==> src/rtl/reg_write_demux_8.sv <==
// Write-side bank of eight W-bit registers: valid/ready write port, 2-edge commit
// pipeline with one-hot strobe, and a drain-then-clear engine. Optional macro REG0_ZERO_EN.
module reg_write_demux_8 #(
  parameter int W = 8
) (
  input  logic             clk,
  input  logic             rst_n,
  input  logic             wr_valid,
  output logic             wr_ready,
  input  logic [2:0]       wr_sel,
  input  logic [W-1:0]     wr_data,
  input  logic             clr_start,
  output logic             clr_busy,
  output logic [7:0]       wr_en_onehot,
  output logic [8*W-1:0]   reg_out
);

  typedef enum logic [1:0] {
    ST_IDLE  = 2'd0,
    ST_DRAIN = 2'd1,
    ST_CLEAR = 2'd2
  } state_e;

  state_e         state_q, state_d;
  logic [2:0]     clr_idx_q, clr_idx_d;
  logic           stage_valid_q, stage_valid_d;
  logic [2:0]     stage_sel_q, stage_sel_d;
  logic [W-1:0]   stage_data_q, stage_data_d;
  logic [7:0]     wr_en_onehot_q, wr_en_onehot_d;
  logic [W-1:0]   regs_q [8];
  logic [W-1:0]   regs_d [8];

  function automatic logic [7:0] onehot8(input logic [2:0] sel);
    logic [7:0] oh;
    case (sel)
      3'd0:    oh = 8'b0000_0001;
      3'd1:    oh = 8'b0000_0010;
      3'd2:    oh = 8'b0000_0100;
      3'd3:    oh = 8'b0000_1000;
      3'd4:    oh = 8'b0001_0000;
      3'd5:    oh = 8'b0010_0000;
      3'd6:    oh = 8'b0100_0000;
      3'd7:    oh = 8'b1000_0000;
      default: oh = 8'b0000_0000;
    endcase
    return oh;
  endfunction

  assign wr_ready     = (state_q == ST_IDLE);
  assign clr_busy     = (state_q != ST_IDLE);
  assign wr_en_onehot = wr_en_onehot_q;

  // Next-state, staging, commit and clear logic
  always_comb begin
    state_d        = state_q;
    clr_idx_d      = clr_idx_q;
    stage_valid_d  = 1'b0;
    stage_sel_d    = stage_sel_q;
    stage_data_d   = stage_data_q;
    wr_en_onehot_d = 8'b0000_0000;
    regs_d         = regs_q;

    // A staged write always commits, including in the DRAIN cycle
    if (stage_valid_q) begin
      regs_d[stage_sel_q] = stage_data_q;
      wr_en_onehot_d      = onehot8(stage_sel_q);
    end else begin
      wr_en_onehot_d = 8'b0000_0000;
    end

    case (state_q)
      ST_IDLE: begin
        if (clr_start) begin
          state_d = ST_DRAIN;
        end else if (wr_valid) begin
          stage_valid_d = 1'b1;
          stage_sel_d   = wr_sel;
          stage_data_d  = wr_data;
        end else begin
          state_d = ST_IDLE;
        end
      end
      ST_DRAIN: begin
        state_d   = ST_CLEAR;
        clr_idx_d = 3'd0;
      end
      ST_CLEAR: begin
        regs_d[clr_idx_q] = {W{1'b0}};
        clr_idx_d         = clr_idx_q + 3'd1;
        if (clr_idx_q == 3'd7) begin
          state_d = ST_IDLE;
        end else begin
          state_d = ST_CLEAR;
        end
      end
      default: begin
        state_d   = ST_IDLE;
        clr_idx_d = 3'd0;
      end
    endcase

`ifdef REG0_ZERO_EN
    regs_d[0] = {W{1'b0}};
`else
    regs_d[0] = regs_d[0];
`endif
  end

  // State, pipeline stage, strobe and register bank flops
  always_ff @(posedge clk or negedge rst_n) begin
    if (!rst_n) begin
      state_q        <= ST_IDLE;
      clr_idx_q      <= 3'd0;
      stage_valid_q  <= 1'b0;
      stage_sel_q    <= 3'd0;
      stage_data_q   <= {W{1'b0}};
      wr_en_onehot_q <= 8'b0000_0000;
      for (int k = 0; k < 8; k++) begin
        regs_q[k] <= {W{1'b0}};
      end
    end else begin
      state_q        <= state_d;
      clr_idx_q      <= clr_idx_d;
      stage_valid_q  <= stage_valid_d;
      stage_sel_q    <= stage_sel_d;
      stage_data_q   <= stage_data_d;
      wr_en_onehot_q <= wr_en_onehot_d;
      for (int k = 0; k < 8; k++) begin
        regs_q[k] <= regs_d[k];
      end
    end
  end

  for (genvar g = 0; g < 8; g++) begin : g_out
    assign reg_out[g*W +: W] = regs_q[g];
  end

endmodule

==> config.mk <==
export PLATFORM = sky130hd
export DESIGN_NAME = reg_write_demux_8
export DESIGN_NICKNAME = d
export VERILOG_FILES = /design/src/rtl/reg_write_demux_8.sv
export SDC_FILE = /design/constraint.sdc
export NUM_CORES = 1
export LEC_CHECK = 0
export BUFFER_PORTS_ARGS = -buffer_cell sky130_fd_sc_hd__buf_2
export CAP_MARGIN = 30
export CORE_UTILIZATION = 30
export CTS_BUF_LIST = sky130_fd_sc_hd__clkbuf_8 sky130_fd_sc_hd__clkbuf_16
export CTS_CLUSTER_SIZE = 28
export DETAILED_ROUTE_END_ITERATION = 10
export PLACE_DENSITY = 0.48
export SETUP_SLACK_MARGIN = 0.02
export SLEW_MARGIN = 20
export SYNTH_ARGS = -nofsm -noshare
export SYNTH_HDL_FRONTEND = slang
export SYNTH_SLANG_ARGS = --single-unit
==> constraint.sdc <==
create_clock -name clk -period 1.8 [get_ports clk]
set_input_delay 0.36 -clock clk [delete_from_list [all_inputs] [get_ports clk]]
set_output_delay 0.36 -clock clk [all_outputs]
set_load 0.02 [all_outputs]
==> impl_results.md <==
- Hold buffer count at CTS: 1
- Slew Limit Fails: 0
- Commonest cells post-synth: dfrtp_1 (89), nand2_1 (81), a21oi_1 (41), nor2_1 (29), mux2i_1 (26)
- Crit path from: stage_sel_q[2]$_DFFE_PN0P_
- Clock root buffer: clkbuf_16
- Post CTS Setup Buffer Count: 0
- Routed Antenna Nets: 0
- Vias: ~2700
- Worst Hold Class: input port to flip-flop
- Post-synth top area cell: dfrtp_1
- Num CTS Buffers: 9
- Detailed-router iteration count before antenna repair: 4
- Clock transition at path regs: ~0.06 ns
- Final hold violations: 0
- Final #Nets: ~450
- Result of the run: complete, no violations
- FF-to-FF path depth: 4
- Grt total ovfl: 0
- Avg Cell Area, Syn: between 10 and 15 um^2
- WHS: about 0.26 ns
- Total of max-cap violations: 0
- Post-synthesis cell type count: 29
- Reg2reg setup slack: 0.18 ns
- Synth top area cells: dfrtp_1 (61%), nand2_1 (8.3%), mux2i_1 (7.1%), a21oi_1 (5.6%), mux2_4 (3.7%)
- Effective utilization at floorplan: 0.308
- I/O pin cnt: a little under 90
- Layout cells sized above 1: 0.340
- Initial antenna violation count: 0
- Final min period: approximately 1.6 ns
- Final setup fails: 0
- First-pass GRT wire length: ~15000 um
- CTS tree: yes
- R2r startpoint: stage_sel_q[2]$_DFFE_PN0P_
- WP data arrival: between 1.5 and 2 ns
- RSZ-0062 raised after global routing: no
- Largest net degree at the start of global routing: 49
- Die area: 12700 um^2
- Mapped cell area: around 3700 um^2
- Cells after Synth: 327
- Die Height: ~110 um
- Pleak: between 2 and 2.5 nW
- Crit-path max FO: 9
- Post-Synthesis Net Count: 344
- Synthesis warning total: 0
- WL final: roughly 9300 um
- Number of enable flip-flop cells after synthesis: 0
- Crit end category: flip-flop
- Asr flop ratio synth: 1.00
- Period utilization: 0.899
- Final Cell Area: between 4000 and 5000 um^2
- Dpl cell area: about 4400 um^2
- Gpl congestion: a little over 0.7
- FF+latch count, synth: 89
- Count leader, synth: dfrtp_1
- Crit path launch type: flip-flop
- Num rows: 40
- Worst setup path endpoint: reg_out[7]$_DFF_PN0_
- Peak supply drop: just over 0.8 mV
- CP required: a little over 2 ns
- FF-to-FF End: reg_out[7]$_DFF_PN0_
- # DRC: 0
- Clock Skew: 0.00599 ns
- Post-Place Cells: 565
- Number of global-route vias before repair: 2598
- Worst setup margin: between 0.15 and 0.2 ns
- Inserted Diodes: 0
- # resized after CTS: 0
- Total GRT Usage: 0.153
- Total negative setup slack: 0 ns
- Non-Filler Instances: between 500 and 600
- Max transition margin: 0.643
- Fmax: ~0.62 GHz
- DR vias/cell: between 4 and 5
- Clock sinks: 89
- Deepest clock path buffer count: 2
- Clock insertion delay at the later pin of the skew report: between 0.3 and 0.4 ns
- Kind of critical path: flip-flop to flip-flop
- Slew at the pin closest to its max-slew limit: 0.535 ns
- Post-synthesis sequential area ratio: 0.605
- Die width: between 100 and 150 um
- Port-buffer cells: 88
- Post-Place Worst Slack: 0.186 ns
- DR WL/cell: around 16 um
- DP HPWL: ~6300 um
- Post-layout util: 0.395
- Synthesis-to-layout area growth: 28.4%
- Core footprint: roughly 12000 um^2
- Pwr dens: between 1500 and 2000 nW/um^2
- Initial DRC Count: around 100
- # H-tree levels: 3
- Post-synth top area share: 0.605
- Total power: between 8 and 9 mW
- Synth Flop Type: dfrtp_1
==> flip-flops by register name, indices dropped and copies added (netlist names) <==
register / flops
stage_sel_q: 3
wr_en_onehot: 8
clr_idx_q: 3
stage_data_q: 8
state_q: 2
reg_out: 64
stage_valid_q: 1
==> layout by cell type (no fill, tap or decap), drive strengths merged, types with 2 or more instances in the layout <==
cell	netlist	final
clkinv	5	6
nor4	2	2
ha	2	2
nor2	29	29
mux2i	26	26
bufinv	0	3
dfrtp	89	89
clkbuf	1	10
nor3	4	4
buf	18	110
nand2b	3	3
nor4bb	3	3
nand2	81	81
a21oi	41	41
nand4b	3	3
inv	1	2
mux2	12	12
==> final cells by class <==
class | count | area (um^2)
Clock buffer | 10 | 239
Tap cell | 147 | 184
Multi-Input combinational cell | 213 | 1290
Timing Repair Buffer | 111 | 643
Sequential cell | 89 | 2230
Inverter | 6 | 35.0
Fill cell | 1202 | 7240
Clock inverter | 6 | 106
==> layer usage <==
layer	wire length, um	track usage	up-vias	part of all wire
met5	0	0	-	0
met4	74	0.0400	0	0.0080
met3	460	0.0391	8	0.050
met2	4340	0.233	69	0.47
met1	4420	0.216	1327	0.48
li1	-	-	1286	-
==> how the worst min path moves through the flow <==
stage,start,end,depth (start not counted)
floorplan,rst_n,clr_idx_q[0]$_DFFE_PN0N_,0
detailed placement,rst_n,reg_out[31]$_DFF_PN0_,1
finish,wr_data[0],stage_data_q[0]$_DFFE_PN0P_,2
global route,wr_data[0],stage_data_q[0]$_DFFE_PN0P_,2
global placement,rst_n,reg_out[31]$_DFF_PN0_,1
CTS,wr_data[0],stage_data_q[0]$_DFFE_PN0P_,2
==> worst max-delay path, stage by stage, from the launching register on <==
cell and delay, ns:
dfrtp_1 0.43, or4b_1 0.76, clkinv_8 0.15, nand2_1 0.06, a21oi_1 0.15
==> cell families after synthesis <==
logic type | count (synthesis) | share of synthesized area
mux | 38 | 0.117
fa+ha+maj | 2 | 0.00680
flops | 89 | 0.605
simple gates | 132 | 0.166
buf+inv | 25 | 0.0496
compound gates | 41 | 0.0558
==> power by group <==
| part | leakage (nW) | internal, mW | switching [mW] |
|---|---|---|---|
| logic | 1.01 | 1.21 | 1.72 |
| clock network | 0.170 | 1.39 | 0.762 |
| registers | 1.19 | 2.75 | 0.816 |
| total | 2.37 | 5.34 | 3.30 |
(Power assumes the default switching activity.)
